==> config.mk <==
export PLATFORM = sky130hd
export DESIGN_NAME = axi_lite_master_bridge
export DESIGN_NICKNAME = d
export VERILOG_FILES = /design/src/rtl/axi_lite_pkg.sv /design/src/rtl/axi_lite_watchdog.sv /design/src/rtl/axi_lite_master_bridge.sv
export SDC_FILE = /design/constraint.sdc
export NUM_CORES = 1
export LEC_CHECK = 0
export CORE_ASPECT_RATIO = 0.7
export CORE_UTILIZATION = 42
export CTS_CLUSTER_SIZE = 25
export DETAILED_ROUTE_END_ITERATION = 10
export GPL_TIMING_DRIVEN = 1
export PLACE_DENSITY = 0.81
export SLEW_MARGIN = 20
export SYNTH_ARGS = -nofsm -noshare
export SYNTH_HDL_FRONTEND = slang
export SYNTH_SLANG_ARGS = --single-unit
==> constraint.sdc <==
create_clock -name axi_aclk -period 4.8 [get_ports axi_aclk]
set_input_delay 0.96 -clock axi_aclk [delete_from_list [all_inputs] [get_ports axi_aclk]]
set_output_delay 0.96 -clock axi_aclk [all_outputs]
set_load 0.005 [all_outputs]
==> src/rtl/axi_lite_pkg.sv <==
// Shared types and constants for the AXI4-Lite master bridge.
package axi_lite_pkg;

  localparam int unsigned ADDR_W = 32;
  localparam int unsigned DATA_W = 32;
  localparam int unsigned STRB_W = DATA_W / 8;

  localparam logic [1:0] RESP_OKAY   = 2'b00;
  localparam logic [1:0] RESP_EXOKAY = 2'b01;
  localparam logic [1:0] RESP_SLVERR = 2'b10;
  localparam logic [1:0] RESP_DECERR = 2'b11;

  localparam logic [2:0] PROT_DEFAULT = 3'b000;

  typedef enum logic [2:0] {
    IDLE,
    WR_ADDR,
    WR_RESP,
    RD_ADDR,
    RD_DATA,
    RESP
  } state_t;

  // Latched request payload, held stable for the whole transaction
  typedef struct packed {
    logic [ADDR_W-1:0] addr;
    logic [DATA_W-1:0] wdata;
    logic [STRB_W-1:0] wstrb;
  } req_t;

  // AXI-Lite accesses are word aligned; the byte offset is carried by WSTRB
  function automatic logic [ADDR_W-1:0] word_align(input logic [ADDR_W-1:0] a);
    return {a[ADDR_W-1:2], 2'b00};
  endfunction

endpackage

==> src/rtl/axi_lite_watchdog.sv <==
// Cycle counter that flags a bus phase which has lasted TIMEOUT_CYCLES cycles.
module axi_lite_watchdog #(
  parameter int unsigned TIMEOUT_CYCLES = 1024,
  parameter int unsigned TO_W           = 16
) (
  input  logic clk,
  input  logic rst,
  input  logic clear,
  input  logic enable,
  output logic expired
);

  // expired is registered one cycle early so it is high during the last allowed cycle
  localparam logic [TO_W-1:0] LIMIT = TO_W'(TIMEOUT_CYCLES - 1);
  localparam logic            ARMED = 1'(TIMEOUT_CYCLES != 0);

  logic [TO_W-1:0] count_q;
  logic [TO_W-1:0] count_n;

  // Next count: clear wins, otherwise saturating increment while enabled
  always_comb begin
    count_n = count_q;
    if (clear) begin
      count_n = '0;
    end else if (enable && (count_q != '1)) begin
      count_n = count_q + TO_W'(1);
    end
  end

  // Counter and expiry flag registers
  always_ff @(posedge clk or posedge rst) begin
    if (rst) begin
      count_q <= '0;
      expired <= 1'b0;
    end else begin
      count_q <= count_n;
      expired <= ARMED && (count_n >= LIMIT);
    end
  end

endmodule

==> src/rtl/axi_lite_master_bridge.sv <==
// Single-outstanding AXI4-Lite initiator bridging a simple CPU req/resp bus.
module axi_lite_master_bridge
  import axi_lite_pkg::*;
#(
  parameter int unsigned TIMEOUT_CYCLES = 1024,
  parameter int unsigned TO_W           = 16
) (
  input  logic              axi_aclk,
  input  logic              axi_arst,
  input  logic              req_valid,
  output logic              req_ready,
  input  logic              req_we,
  input  logic [ADDR_W-1:0] req_addr,
  input  logic [DATA_W-1:0] req_wdata,
  input  logic [STRB_W-1:0] req_wstrb,
  output logic              resp_valid,
  input  logic              resp_ready,
  output logic [DATA_W-1:0] resp_rdata,
  output logic              resp_err,
  output logic              resp_timeout,
  output logic              M_AXI_AWVALID,
  input  logic              M_AXI_AWREADY,
  output logic [ADDR_W-1:0] M_AXI_AWADDR,
  output logic [2:0]        M_AXI_AWPROT,
  output logic              M_AXI_WVALID,
  input  logic              M_AXI_WREADY,
  output logic [DATA_W-1:0] M_AXI_WDATA,
  output logic [STRB_W-1:0] M_AXI_WSTRB,
  input  logic              M_AXI_BVALID,
  output logic              M_AXI_BREADY,
  input  logic [1:0]        M_AXI_BRESP,
  output logic              M_AXI_ARVALID,
  input  logic              M_AXI_ARREADY,
  output logic [ADDR_W-1:0] M_AXI_ARADDR,
  output logic [2:0]        M_AXI_ARPROT,
  input  logic              M_AXI_RVALID,
  output logic              M_AXI_RREADY,
  input  logic [DATA_W-1:0] M_AXI_RDATA,
  input  logic [1:0]        M_AXI_RRESP
);

  state_t            state_q, state_n;
  req_t              req_q, req_n;
  logic              awvalid_q, awvalid_n, wvalid_q, wvalid_n, arvalid_q, arvalid_n;
  logic              bready_q, bready_n, rready_q, rready_n;
  logic              req_ready_q, req_ready_n, resp_valid_q, resp_valid_n;
  logic              err_q, err_n, timeout_q, timeout_n;
  logic [DATA_W-1:0] rdata_q, rdata_n;
  logic              abort;
  logic              expired;
  logic              aw_hs_c, w_hs_c, wd_clear_c, wd_enable_c;

  assign aw_hs_c     = awvalid_q & M_AXI_AWREADY;
  assign w_hs_c      = wvalid_q & M_AXI_WREADY;
  assign wd_clear_c  = (state_n != state_q);
  assign wd_enable_c = (state_q == WR_ADDR) || (state_q == WR_RESP) ||
                       (state_q == RD_ADDR) || (state_q == RD_DATA);

  axi_lite_watchdog #(
    .TIMEOUT_CYCLES(TIMEOUT_CYCLES),
    .TO_W          (TO_W)
  ) u_watchdog (
    .clk    (axi_aclk),
    .rst    (axi_arst),
    .clear  (wd_clear_c),
    .enable (wd_enable_c),
    .expired(expired)
  );

  // Next-state and next-output decode; a handshake always beats the watchdog
  always_comb begin
    state_n      = state_q;
    req_n        = req_q;
    awvalid_n    = awvalid_q;
    wvalid_n     = wvalid_q;
    arvalid_n    = arvalid_q;
    bready_n     = bready_q;
    rready_n     = rready_q;
    req_ready_n  = req_ready_q;
    resp_valid_n = resp_valid_q;
    err_n        = err_q;
    timeout_n    = timeout_q;
    rdata_n      = rdata_q;
    abort        = 1'b0;
    case (state_q)
      IDLE: begin
        if (req_valid && req_ready_q) begin
          req_n.addr  = word_align(req_addr);
          req_n.wdata = req_wdata;
          req_n.wstrb = req_wstrb;
          req_ready_n = 1'b0;
          if (req_we) begin
            state_n   = WR_ADDR;
            awvalid_n = 1'b1;
            wvalid_n  = 1'b1;
          end else begin
            state_n   = RD_ADDR;
            arvalid_n = 1'b1;
          end
        end
      end
      WR_ADDR: begin
        if (aw_hs_c) awvalid_n = 1'b0;
        if (w_hs_c)  wvalid_n  = 1'b0;
        if ((!awvalid_q || aw_hs_c) && (!wvalid_q || w_hs_c)) begin
          state_n  = WR_RESP;
          bready_n = 1'b1;
        end else if (expired && !aw_hs_c && !w_hs_c) begin
          abort = 1'b1;
        end
      end
      WR_RESP: begin
        if (M_AXI_BVALID) begin
          state_n      = RESP;
          bready_n     = 1'b0;
          resp_valid_n = 1'b1;
          err_n        = (M_AXI_BRESP != RESP_OKAY);
          timeout_n    = 1'b0;
          rdata_n      = '0;
        end else if (expired) begin
          abort = 1'b1;
        end
      end
      RD_ADDR: begin
        if (M_AXI_ARREADY) begin
          state_n   = RD_DATA;
          arvalid_n = 1'b0;
          rready_n  = 1'b1;
        end else if (expired) begin
          abort = 1'b1;
        end
      end
      RD_DATA: begin
        if (M_AXI_RVALID) begin
          state_n      = RESP;
          rready_n     = 1'b0;
          resp_valid_n = 1'b1;
          err_n        = (M_AXI_RRESP != RESP_OKAY);
          timeout_n    = 1'b0;
          rdata_n      = M_AXI_RDATA;
        end else if (expired) begin
          abort = 1'b1;
        end
      end
      RESP: begin
        if (resp_ready) begin
          state_n      = IDLE;
          resp_valid_n = 1'b0;
          req_ready_n  = 1'b1;
        end
      end
      default: begin
        state_n     = IDLE;
        req_ready_n = 1'b1;
      end
    endcase
    if (abort) begin
      state_n      = RESP;
      awvalid_n    = 1'b0;
      wvalid_n     = 1'b0;
      arvalid_n    = 1'b0;
      bready_n     = 1'b0;
      rready_n     = 1'b0;
      resp_valid_n = 1'b1;
      err_n        = 1'b1;
      timeout_n    = 1'b1;
      rdata_n      = '0;
    end
  end

  // State and output registers
  always_ff @(posedge axi_aclk or posedge axi_arst) begin
    if (axi_arst) begin
      state_q      <= IDLE;
      req_q        <= '0;
      awvalid_q    <= 1'b0;
      wvalid_q     <= 1'b0;
      arvalid_q    <= 1'b0;
      bready_q     <= 1'b0;
      rready_q     <= 1'b0;
      req_ready_q  <= 1'b1;
      resp_valid_q <= 1'b0;
      err_q        <= 1'b0;
      timeout_q    <= 1'b0;
      rdata_q      <= '0;
    end else begin
      state_q      <= state_n;
      req_q        <= req_n;
      awvalid_q    <= awvalid_n;
      wvalid_q     <= wvalid_n;
      arvalid_q    <= arvalid_n;
      bready_q     <= bready_n;
      rready_q     <= rready_n;
      req_ready_q  <= req_ready_n;
      resp_valid_q <= resp_valid_n;
      err_q        <= err_n;
      timeout_q    <= timeout_n;
      rdata_q      <= rdata_n;
    end
  end

  assign req_ready     = req_ready_q;
  assign resp_valid    = resp_valid_q;
  assign resp_rdata    = rdata_q;
  assign resp_err      = err_q;
  assign resp_timeout  = timeout_q;
  assign M_AXI_AWVALID = awvalid_q;
  assign M_AXI_AWADDR  = req_q.addr;
  assign M_AXI_AWPROT  = PROT_DEFAULT;
  assign M_AXI_WVALID  = wvalid_q;
  assign M_AXI_WDATA   = req_q.wdata;
  assign M_AXI_WSTRB   = req_q.wstrb;
  assign M_AXI_BREADY  = bready_q;
  assign M_AXI_ARVALID = arvalid_q;
  assign M_AXI_ARADDR  = req_q.addr;
  assign M_AXI_ARPROT  = PROT_DEFAULT;
  assign M_AXI_RREADY  = rready_q;

endmodule

==> reports/qor.csv <==
metric,value,unit
outcome,"finished, final reports clean",
fmax,308,MHz
Final Cycle Share,67.7,%
top_reg_cell synth,dfrtp_1,
crit end category,register,
Starting Density,43.0,%
Die X,141,um
Port Buf Inserts,248,
hpwl dp,10500,um
final net count,785,
Final Max Slew Viols,0,
MaxCap Viol Count,0,
layout cells sized above 1,18.7,%
largest net degree at the start of global routing,81,
grt total ovfl,0,
placed cells,817,
peak supply drop,0.304,mV
pre-CTS WS,1150,ps
Ports,261,
Vias,4346,
post-route insts no fill,849,
CTS H-tree depth,4,
Hold Buf Count CTS,0,
Final Hold Vio Count,0,
Worst Path Required,5120,ps
WS Path Type,in -> reg,
CTS tree,built,
Ant. Diodes,0,
GP Congestion,0.835,
Core Area,13100,um^2
"Cell Area, Synth",5650,um^2
post-cts resize count,0,
die area,13900,um^2
vias in the first global route,4576,
Leak,0.00366,uW
First-pass DRT Iterations,4,
Power per Cell Area,616,nW/um^2
clock sink total,127,
Slew HR,34.6,%
Die H,99.1,um
Layout area overhead,52.5,%
"flops & latches, synth",127,
critical path launch point type,input port,
Syn Area/Cell,12.6,um^2
Hold Crit Class,reg -> reg,
YS warnings,0,
Worst Path Max Fanout,17,
root buf cell,clkbuf_16,
Netlist cell types,53,
top-count cell post-synth,dfrtp_1,
DR WL/cell,17.8,um
Final Skew,7.66,ps
Synth top area share,55.8,%
DR vias/cell,5.12,
# DRC,0,
post-route ant nets,0,
FILL cells,988,
largest cells by area after synthesis,"dfrtp_1, mux2_2, buf_4",
post-synthesis cell count,450,
final wirelength,15100,um
post-synth top area cell,dfrtp_1,
CP Data Arrival Time,3580,ps
row cnt,35,
asr flop ratio synth,100,%
Setup WS post-layout,1550,ps
final setup TNS,0,ps
sequential area share after synthesis,56.2,%
first-pass GRT wire length,23900,um
CTS buffer count,17,
Worst-Margin Slew,982,ps
final setup fails,0,
fin crit period,3250,ps
unrepaired setup endpoints after global routing,no,
Post-synth top cells,"dfrtp_1, mux2_2, buf_4, a22o_1, nor2_1",
"EDFF count, synth",0,
clk_lat worst skew,410,ps
GRT Util Overall,22.3,%
Longest Clk Path Bufs,2,
Post-CTS Setup Inserts,0,
First DRT Iteration DRCs,218,
Hold Slack,503,ps
"CTS clk-pin slew, worst paths",60,ps
initial antenna violation count,0,
placed cells by master (no fill, tap or decap), types with 2 or more instances in the layout:
master | Yosys | layout
clkinvlp_4 | 0 | 2
a31oi_1 | 2 | 2
dfrtp_1 | 126 | 126
clkdlybuf4s50_1 | 0 | 248
nand4_1 | 5 | 5
a21oi_1 | 9 | 9
nand2_1 | 17 | 17
bufinv_16 | 0 | 3
xnor2_1 | 7 | 7
nor4_1 | 4 | 3
or4_1 | 3 | 3
a31o_2 | 2 | 2
nor3b_1 | 4 | 4
o31ai_1 | 2 | 2
nor3_1 | 7 | 7
inv_6 | 0 | 3
xor2_1 | 7 | 7
conb_1 | 1 | 10
nor2b_1 | 4 | 4
buf_4 | 40 | 5
nand2b_1 | 5 | 5
clkinv_4 | 0 | 3
mux2_2 | 67 | 67
and3_1 | 3 | 3
nor2_4 | 4 | 4
inv_1 | 3 | 2
nor2_1 | 25 | 24
nand3_1 | 7 | 7
nor2_2 | 7 | 8
a211oi_1 | 3 | 3
nand3b_1 | 2 | 2
clkbuf_16 | 0 | 17
o21ai_0 | 8 | 8
a22o_1 | 33 | 33
clkinv_2 | 0 | 3
a211o_1 | 2 | 2
cell families (layout without fill, tap and decap cells):
group	Yosys count	in the layout	share of synthesized area, %
AOI/OAI and AO/OA	71	71	9.78
xor gates and xnor gates	15	15	2.46
adders and majority gates	1	1	0.221
buffers and inverters	64	288	7.55
DFF	127	127	56.2
muxes	69	69	13.7
other	1	10	0.0663
and+or+nand+nor	102	102	9.98
power breakdown:
group | internal (uW) | leakage, uW | total (uW) | switching (uW)
clock | 824 | 0.000296 | 1320 | 496
combinational | 1380 | 0.00173 | 2170 | 791
sequential | 1490 | 0.00163 | 1820 | 333
worst max-delay path, cell delays in order:
cell             delay, ps
clkdlybuf4s50_1        520
a22o_1                 170
nor4_1                  80
o31a_1                 420
or4_1                  520
a211o_1                640
a31oi_1                270
area by class of cell:
cell class	count	area [um^2]	area share, %
Sequential cell	127	3180	36.9
Timing Repair Buffer	253	2520	29.2
Multi-Input combinational cell	268	2090	24.3
Clock buffer	17	425	4.93
Tap cell	166	208	2.41
Clock inverter	15	184	2.13
Inverter	3	13.8	0.160
flip-flops by register name, indices dropped and copies added, names as in the netlist:
signal              count
resp_err                1
M_AXI_ARVALID           1
resp_valid              1
u_watchdog.count_q     16
req_ready               1
M_AXI_RREADY            1
M_AXI_AWVALID           1
M_AXI_WVALID            1
state_q                 3
M_AXI_WSTRB             4
resp_timeout            1
resp_rdata             32
M_AXI_WDATA            32
M_AXI_BREADY            1
M_AXI_ARADDR           30
u_watchdog.expired      1
stage by stage:
step | power [uW] | instance area [um^2] | utilization, %
2_1_floorplan | 2880 | 5690 | -
3_3_place_gp | 3910 | 8010 | 61.0
3_5_place_dp | 3990 | 8010 | 61.0
4_1_cts | 5360 | 8620 | 65.6
5_1_grt | 5620 | 8620 | 65.6
6_report | 5310 | 8620 | 65.6
path summary, 6_finish.rpt:
| kind | startpoint | endpoint | slack [ps] | cells past startpoint |
|---|---|---|---|---|
| max in group asynchronous | axi_arst | req_ready | 2660 | 3 |
| min reg2reg | M_AXI_WDATA[9] | M_AXI_WDATA[9] | 500 | 1 |
| min in group asynchronous | axi_arst | M_AXI_WDATA[2] | 1120 | 2 |
| min | M_AXI_WDATA[9] | M_AXI_WDATA[9] | 500 | 1 |
| max | M_AXI_WREADY | u_watchdog.expired | 1550 | 7 |
| max reg2reg | state_q[0] | u_watchdog.expired | 1760 | 6 |
layer usage:
| layer | track usage, % | part of all wire [%] | up-vias |
|---|---|---|---|
| met5 | 0 | 0 | - |
| met4 | 7.02 | 1.9 | 0 |
| met3 | 7.53 | 8.6 | 25 |
| met2 | 37.7 | 49 | 211 |
| met1 | 27.1 | 40 | 2112 |
| li1 | - | - | 1998 |
Power figures use the tool's default switching activity.
